[config.mk]
export PLATFORM = sky130hd
export DESIGN_NAME = cpu_clock_ctrl
export DESIGN_NICKNAME = d
export VERILOG_FILES = /design/src/rtl/cpu_clock_ctrl_pkg.sv /design/src/rtl/input_debounce.sv /design/src/rtl/cpu_clock_ctrl.sv
export SDC_FILE = /design/constraint.sdc
export NUM_CORES = 1
export LEC_CHECK = 0
export BUFFER_PORTS_ARGS = -buffer_cell sky130_fd_sc_hd__buf_2
export CORE_AREA = 5 5 130 132
export DETAILED_ROUTE_END_ITERATION = 7
export DIE_AREA = 0 0 135 137
export HOLD_SLACK_MARGIN = 0.12
export PLACE_DENSITY = 0.38
export SLEW_MARGIN = 0
export SYNTH_ARGS = -nofsm -noshare
export SYNTH_HDL_FRONTEND = slang
export SYNTH_SLANG_ARGS = --single-unit
[constraint.sdc]
create_clock -name clk -period 5.45 [get_ports clk]
set_input_delay 0 -clock clk [delete_from_list [all_inputs] [get_ports clk]]
set_output_delay 0 -clock clk [all_outputs]
set_load 0.05 [all_outputs]
[src/rtl/cpu_clock_ctrl_pkg.sv]
// Shared state encodings and tap helper for the CPU clock-enable controller.
package cpu_clock_ctrl_pkg;

    localparam logic [1:0] S_PAUSE = 2'd0;
    localparam logic [1:0] S_RUN   = 2'd1;
    localparam logic [1:0] S_STEP  = 2'd2;
    localparam logic [1:0] S_HALT  = 2'd3;

    localparam int DEF_RATE_STEP = 4;

    // Divider bit watched for a given rate code; code 3 is the fastest (lowest) tap.
    function automatic int tap_index(input int div_width, input int rate_step,
                                     input logic [1:0] sel);
        return div_width - 1 - rate_step * int'(sel);
    endfunction

endpackage

[src/rtl/input_debounce.sv]
// Two-flop synchroniser followed by a stability counter for a raw switch or button.
module input_debounce #(
    parameter int DEBOUNCE_CYCLES = 50000
) (
    input  logic clk,
    input  logic rst,
    input  logic i_din,
    output logic o_db
);
    localparam int CW = $clog2(DEBOUNCE_CYCLES + 1);

    logic          r_s1, r_s2, r_db;
    logic [CW-1:0] r_cnt;

    // Any sample matching the current output restarts the stability window.
    always_ff @(posedge clk or posedge rst) begin
        if (rst) begin
            r_s1  <= 1'b0;
            r_s2  <= 1'b0;
            r_db  <= 1'b0;
            r_cnt <= '0;
        end else begin
            r_s1 <= i_din;
            r_s2 <= r_s1;
            if (r_s2 == r_db) begin
                r_cnt <= '0;
            end else if (r_cnt == CW'(DEBOUNCE_CYCLES - 1)) begin
                r_db  <= r_s2;
                r_cnt <= '0;
            end else begin
                r_cnt <= r_cnt + CW'(1);
            end
        end
    end

    assign o_db = r_db;

endmodule

[src/rtl/cpu_clock_ctrl.sv]
// CPU clock-enable generator: rate divider, run/pause/step/halt FSM, ce counter.
// Optional breakpoint support when CPU_CLOCK_CTRL_BREAK_EN is defined.
module cpu_clock_ctrl
    import cpu_clock_ctrl_pkg::*;
#(
    parameter int DIV_WIDTH       = 24,
    parameter int RATE_STEP       = DEF_RATE_STEP,
    parameter int DEBOUNCE_CYCLES = 50000,
    parameter int CNT_WIDTH       = 16
) (
    input  logic                 clk,
    input  logic                 rst,
    input  logic                 run_sw,
    input  logic                 step_btn,
    input  logic [1:0]           rate_sel,
    input  logic                 halt_req,
    output logic                 cpu_ce,
    output logic [1:0]           state_out,
    output logic [CNT_WIDTH-1:0] ce_count
`ifdef CPU_CLOCK_CTRL_BREAK_EN
    ,
    input  logic [7:0]           pc,
    input  logic [7:0]           break_addr,
    input  logic                 break_valid
`endif
);
    localparam int TAP_W = (DIV_WIDTH > 1) ? $clog2(DIV_WIDTH) : 1;

    logic [DIV_WIDTH-1:0] r_div_cnt;
    logic [1:0]           r_rate_sel_q;
    logic                 r_tap_prev;
    logic                 r_step_db_q;
    logic [1:0]           r_state;
    logic                 r_ce;
    logic [CNT_WIDTH-1:0] r_ce_count;

    logic [TAP_W-1:0]     w_tap, w_tap_new;
    logic                 w_tap_bit, w_tap_new_bit, w_rate_chg;
    logic                 w_run_tick, w_step_rise, w_break_hit;
    logic                 w_run_db, w_step_db;
    logic [1:0]           w_state_nxt;
    logic                 w_ce_nxt;

    input_debounce #(.DEBOUNCE_CYCLES(DEBOUNCE_CYCLES)) u_run_db (
        .clk(clk), .rst(rst), .i_din(run_sw), .o_db(w_run_db)
    );

    input_debounce #(.DEBOUNCE_CYCLES(DEBOUNCE_CYCLES)) u_step_db (
        .clk(clk), .rst(rst), .i_din(step_btn), .o_db(w_step_db)
    );

    assign w_tap         = TAP_W'(tap_index(DIV_WIDTH, RATE_STEP, r_rate_sel_q));
    assign w_tap_new     = TAP_W'(tap_index(DIV_WIDTH, RATE_STEP, rate_sel));
    assign w_tap_bit     = r_div_cnt[w_tap];
    assign w_tap_new_bit = r_div_cnt[w_tap_new];
    assign w_rate_chg    = (rate_sel != r_rate_sel_q);
    // A rate switch reseeds the edge detector from the new tap, so the switch cycle never ticks.
    assign w_run_tick    = w_tap_bit & ~r_tap_prev & ~w_rate_chg;
    assign w_step_rise   = w_step_db & ~r_step_db_q;

`ifdef CPU_CLOCK_CTRL_BREAK_EN
    assign w_break_hit = break_valid && (pc == break_addr);
`else
    assign w_break_hit = 1'b0;
`endif

    always_ff @(posedge clk or posedge rst) begin
        if (rst) begin
            r_div_cnt    <= '0;
            r_rate_sel_q <= 2'd0;
            r_tap_prev   <= 1'b0;
            r_step_db_q  <= 1'b0;
        end else begin
            r_div_cnt    <= r_div_cnt + DIV_WIDTH'(1);
            r_rate_sel_q <= rate_sel;
            r_tap_prev   <= w_rate_chg ? w_tap_new_bit : w_tap_bit;
            r_step_db_q  <= w_step_db;
        end
    end

    always_comb begin
        w_state_nxt = r_state;
        w_ce_nxt    = 1'b0;
        case (r_state)
            S_PAUSE: begin
                if (w_run_db) begin
                    w_state_nxt = S_RUN;
                end else if (w_step_rise) begin
                    w_ce_nxt    = 1'b1;
                    w_state_nxt = S_STEP;
                end
            end
            S_STEP: begin
                if (!w_step_db) w_state_nxt = S_PAUSE;
            end
            S_RUN: begin
                if (halt_req) begin
                    w_state_nxt = S_HALT;
                end else if (!w_run_db || w_break_hit) begin
                    w_state_nxt = S_PAUSE;
                end else if (w_run_tick) begin
                    w_ce_nxt = 1'b1;
                end
            end
            default: begin
                if (!w_run_db && !w_step_db) w_state_nxt = S_PAUSE;
            end
        endcase
    end

    always_ff @(posedge clk or posedge rst) begin
        if (rst) begin
            r_state    <= S_PAUSE;
            r_ce       <= 1'b0;
            r_ce_count <= '0;
        end else begin
            r_state <= w_state_nxt;
            r_ce    <= w_ce_nxt;
            if (w_ce_nxt) r_ce_count <= r_ce_count + CNT_WIDTH'(1);
        end
    end

    assign cpu_ce    = r_ce;
    assign state_out = r_state;
    assign ce_count  = r_ce_count;

endmodule

Word-level counts from Yosys, hierarchy flattened:

Index checks and enable logic that the tools add are counted.
Widths: inputs -> output; s select.

* $add $sub $neg: 6
* multipliers: 0
* div/mod/pow operators: 0
* order comparisons: 2
* eq/ne operators: 10
* shift operators: 0
* mux-type cells: 22
* bitwise logic cells: 8
* reduce and logical (&&, ||, !) cells: 8

Operator list (number)
* $mux 16: 4
* $add 16x1->16 const B: 3
* $eq 16x16->1 const B: 2
* $add 24x1->24 const B: 1
* $lt 5x6->1 const B: 2
* $mux 2: 6
* $bmux 1 s5: 2
* $sub 5x4->5 const A: 2
* $mux 1: 8
* $pmux 2 s3: 1
* $not 1->1: 5
* $reduce_and 2->1: 2
* $reduce_and 4->1: 1
* $reduce_bool 4->1: 1
* $and 1x1->1: 3
* $ne 3x2->1 const B: 1
* $ne 3x3->1 const B: 1
* $eq 1x1->1: 2
* $eq 2x1->1 const B: 1
* $eq 2x2->1 const B: 1
* $logic_not 1->1: 2
* $logic_not 2->1: 1
* $ne 2x2->1: 1
* $ne 2x2->1 const B: 1
* 2 further kinds: 2

* flip-flop bits (word level): 85
* bits in latches: 0
* RAM bits: 0
* memory bits (read-only): 0
* input port bits: 7
* logic and storage cells: 71
* memories: 0

Depth between registers and ports, before layout:

* depth in word-level cells: 9
* depth in mapped cells: 6

Hierarchy:

A second synthesis with hierarchy kept.

* cell total of the unflattened synthesis: 345
* area, all modules: 4032.6 um2

By module, submodules not included
* cpu_clock_ctrl: times used 1, cells each 171, area an instance 2068.2 um2
* input_debounce: times used 2, cells each 87, area an instance 982.2 um2

Least setup slack after synthesis:

No wires, ideal clock.

* kind: register -> register
* start: reg r_state[1] (netlist: state_out[1])
* end: reg r_ce_count[13] (netlist: ce_count[13])
* setup time: 82 ps
* data arrival time: 1774 ps
* setup slack: 3594 ps
* stages on the path, launching flop included: 7
* cells stage by stage: dfrtp_1 -> or2_1 -> nor3b_2 -> a41oi_4 -> buf_6 -> nor3_2 -> xor2_1

* cells in the longest elaborated chain, start to end: 2

Ends and longest elaborated chain
* from (decl): line cpu_clock_ctrl.sv:33 `logic [1:0] r_state;`
* from (signal assigned): line cpu_clock_ctrl.sv:117 `r_state <= w_state_nxt;`
* $eq 2x1->1 or $logic_not 2->1 (tied branches): line cpu_clock_ctrl.sv:84 `case (r_state)`
* $pmux 1 s2 *: line cpu_clock_ctrl.sv:84
* to (signal assigned): line cpu_clock_ctrl.sv:119 `if (w_ce_nxt) r_ce_count <= r_ce_count + CNT_WIDTH'(1);`
* to (decl): line cpu_clock_ctrl.sv:35 `logic [CNT_WIDTH-1:0] r_ce_count;`

Mark *: on every way between the ends. The rest lies on a longest branch, timed or not.
A chain may end at the register's enable or synchronous reset.

Worst setup path after layout:

* start: reg r_div_cnt[15]
* end: reg r_ce_count[5] (netlist: ce_count[5])

* cells in the longest elaborated chain, start to end: 8

Ends and longest elaborated chain
* from (decl): line cpu_clock_ctrl.sv:29 `logic [DIV_WIDTH-1:0] r_div_cnt;`
* from (signal assigned): line cpu_clock_ctrl.sv:74 `r_div_cnt <= r_div_cnt + DIV_WIDTH'(1);`
* $bmux 1 s5: line cpu_clock_ctrl.sv:54 `assign w_tap_bit = r_div_cnt[w_tap];`
* $mux 1 (not written as such): line cpu_clock_ctrl.sv:54
* $and 1x1->1 (2 in series): line cpu_clock_ctrl.sv:58 `assign w_run_tick = w_tap_bit & ~r_tap_prev & ~w_rate_chg;`
* $mux 1: line cpu_clock_ctrl.sv:101 `end else if (w_run_tick) begin`
* $mux 1: line cpu_clock_ctrl.sv:99 `end else if (!w_run_db || w_break_hit) begin`
* $mux 1: line cpu_clock_ctrl.sv:97 `if (halt_req) begin`
* $pmux 1 s2: line cpu_clock_ctrl.sv:84
* via w_ce_nxt: line cpu_clock_ctrl.sv:42 `logic w_ce_nxt;`

The timed path passes the listed nets, and every way through them passes these cells. The select of a mux whose other input is x is not followed.

==> impl_metrics.tcl <==
set metrics [dict create \
    fin_crit_sh 0.385 \
    yosys_warnings 0 \
    hp-class "input pin to flop" \
    worst_r2r_path_depth 5 \
    root_buffer "clkbuf_16" \
    numCtsBuffers 9 \
    ys_seq_elements 85 \
    p_int_mw 0.982 \
    maxCapViolCount 0 \
    status "complete, no violations" \
    drt-wirelength-per-cell_um 12.4 \
    ctsHoldBuffers 7 \
    p_seq_frac 0.514 \
    ios 26 \
    peakVddDrop_v 0.000133 \
    criticalPathCategory "flop to flop" \
    period_needed_ps 2100 \
    ff_latch_area_um2 2130 \
    hold_viol_final 0 \
    combinationalPowerShare 0.026 \
    max_slew_margin 0.363 \
    synthesis.nets 353 \
    postSynthCellCount 342 \
    use_met2 0.128 \
    cp.required_ps 5670 \
    avgSynthCellArea_um2 11.1 \
    cellPowerDensity_nw_per_um2 276 \
    p_total_mw 1.25 \
    use_met1 0.124 \
    final_common_cell "dfrtp_1" \
    nFillCells 1631 \
    rsz0062_at_grt "false" \
    postCtsSetupBuffers 0 \
    hold-worst-slack_ps 315 \
    yosysSeqAreaShare 0.561 \
    post_cts_resized 0 \
    grt-busiest-layer "met2" \
    cp.arrival_ps 2320 \
    die_w_um 135 \
    end_kind "flop" \
    swShare 0.214 \
    clkTransAtPathRegs_ps 60 \
    grt_overflow 0 \
    met3_usage 0.0368 \
    p_sw_mw 0.267 \
    place_congestion 0.690 \
    die_area_um2 18500 \
    hpwlAfterDp_um 5030 \
    antenna_found_initial 0 \
    skew_ps 3.17 \
    crit_path_max_fanout 13 \
    fmax_mhz 476 \
    clock_latency_ps 340 \
    final_cell_mix "85 x dfrtp_1, 50 x nor2_1, 34 x xor2_1, 34 x xnor2_1, 27 x nand2_1" \
    synth_area_leaders "dfrtp_1 56%, xnor2_1 7.8%, xor2_1 7.8%" \
    syn2layout_area_growth_pct 19.1 \
    track_usage 0.0898 \
    ant_nets 0 \
    slew_viol_final 0 \
    port_buffers 25 \
    drt_iter0_drc 148 \
    grt_pass1_vias 2504 \
    netlist.area_leader.share 0.561 \
    dr.pass1.iters 4 \
    synth_area_um2 3790 \
    worst_pin_slew_ps 955 \
    startpoint_type "flop" \
    core_um2 15600 \
    finalSetupViolations 0 \
    start_util 0.243 \
    drive_above_1_share 0.140 \
    vias 2492 \
    leakage_nw 2.06 \
    grt_pass1_wl_um 12900 \
    row_count 46 \
    wl_um 7500 \
    diodes 0 \
    p_clk_frac 0.460 \
    multi_input_area_um2 1600 \
    whs_path_depth 2 \
    synth_cell_types 32 \
    tns_ps 0 \
    cts.sinks 85 \
    grt_max_degree 75 \
    fin_nets 393 \
    drc 0 \
    htreeDepth 3 \
    synth_largest_area_cell "dfrtp_1" \
    viasPerCell 4.13 \
    cts_max_path_buffers 2 \
    cts_tree "built" \
    die_h_um 137 \
]
## worst max-delay path, cell delays in order, from the launching register on
cell	delay, ps
dfrtp_1	440
mux4_2	510
a41oi_4	540
inv_2	140
and3_1	210
xor2_1	140
## per-stage QoR
stage / cells / setup slack [ps] / utilization / instance area (µm²)
floorplan: 342 / 3260 / - / 3790
global placement: 580 / 3410 / 0.268 / 4180
detailed placement: 580 / 3350 / 0.268 / 4180
CTS: 603 / 3330 / 0.290 / 4520
global route: 603 / 3180 / 0.290 / 4520
finish: 603 / 3350 / 0.290 / 4520
## Yosys cell counts (all sizes together)
cell type	n
a41oi	1
and3	12
nor3	15
inv	11
nor2	50
or4	1
or3	1
or2	1
xnor2	34
ha	4
and3b	1
buf	1
a21oi	3
nand2	27
mux2	4
nand4	18
dfrtp	85
nor2b	1
and4	3
and2	1
clkbuf	3
nor4b	4
nor3b	1
nand3	21
xor2	34
mux4	2
o31ai	1
o21ai	2
## registers in the layout (all words and copies together) (netlist names)
signal           flops
u_step_db.r_s1       1
u_run_db.r_s2        1
u_run_db.o_db        1
r_tap_prev           1
ce_count            16
u_run_db.r_s1        1
r_step_db_q          1
u_step_db.r_s2       1
r_rate_sel_q         2
r_div_cnt           24
u_step_db.o_db       1
u_run_db.r_cnt      16
u_step_db.r_cnt     16
state_out            2
cpu_ce               1
## power by group through the flow
stage / clock (mW) / combinational, mW / sequential, mW
2_1_floorplan: 0 / 0.0202 / 0.652
3_3_place_gp: 0 / 0.0308 / 0.653
3_5_place_dp: 0 / 0.0313 / 0.653
4_1_cts: 0.605 / 0.0353 / 0.641
5_1_grt: 0.628 / 0.0400 / 0.641
6_report: 0.574 / 0.0329 / 0.641
## metal layers
layer / part of all wire / wire [µm] / vias up
li1: - / - / 1230
met1: 0.51 / 3830 / 1223
met2: 0.44 / 3310 / 27
met3: 0.035 / 263 / 12
met4: 0.014 / 104 / 0
met5: 0 / 0 / -
## kinds of logic after synthesis
kind of cell	after synthesis	synth area share
simple gates	157	0.212
flops	85	0.561
compound gates	7	0.0158
mux	6	0.0247
fa+ha+maj	4	0.0132
xor+xnor	68	0.157
buf+inv	15	0.0168
## final cells by class
type,instances,share of cell area
multi-input combinational,242,0.355
inverter,11,0.00942
clock buffer,15,0.0593
sequential,85,0.471
timing repair buffer,33,0.0449
clock inverter,1,0.00111
tap,216,0.0598
## worst paths after layout
path / start / endpoint / slack, ps
worst max-delay path: r_div_cnt[15]$_DFF_PP0_ / ce_count[5]$_DFFE_PP0P_ / 3350
worst min-delay path: run_sw / u_run_db.r_s1$_DFF_PP0_ / 310
worst max register to register: r_div_cnt[15]$_DFF_PP0_ / ce_count[5]$_DFFE_PP0P_ / 3350
worst min register to register: u_step_db.r_s1$_DFF_PP0_ / u_step_db.r_s2$_DFF_PP0_ / 350
max in group asynchronous: rst / u_run_db.r_cnt[13]$_DFF_PP0_ / 3570
min in group asynchronous: rst / ce_count[3]$_DFFE_PP0P_ / 680
No activity file was read; power rests on OpenSTA's default activity.
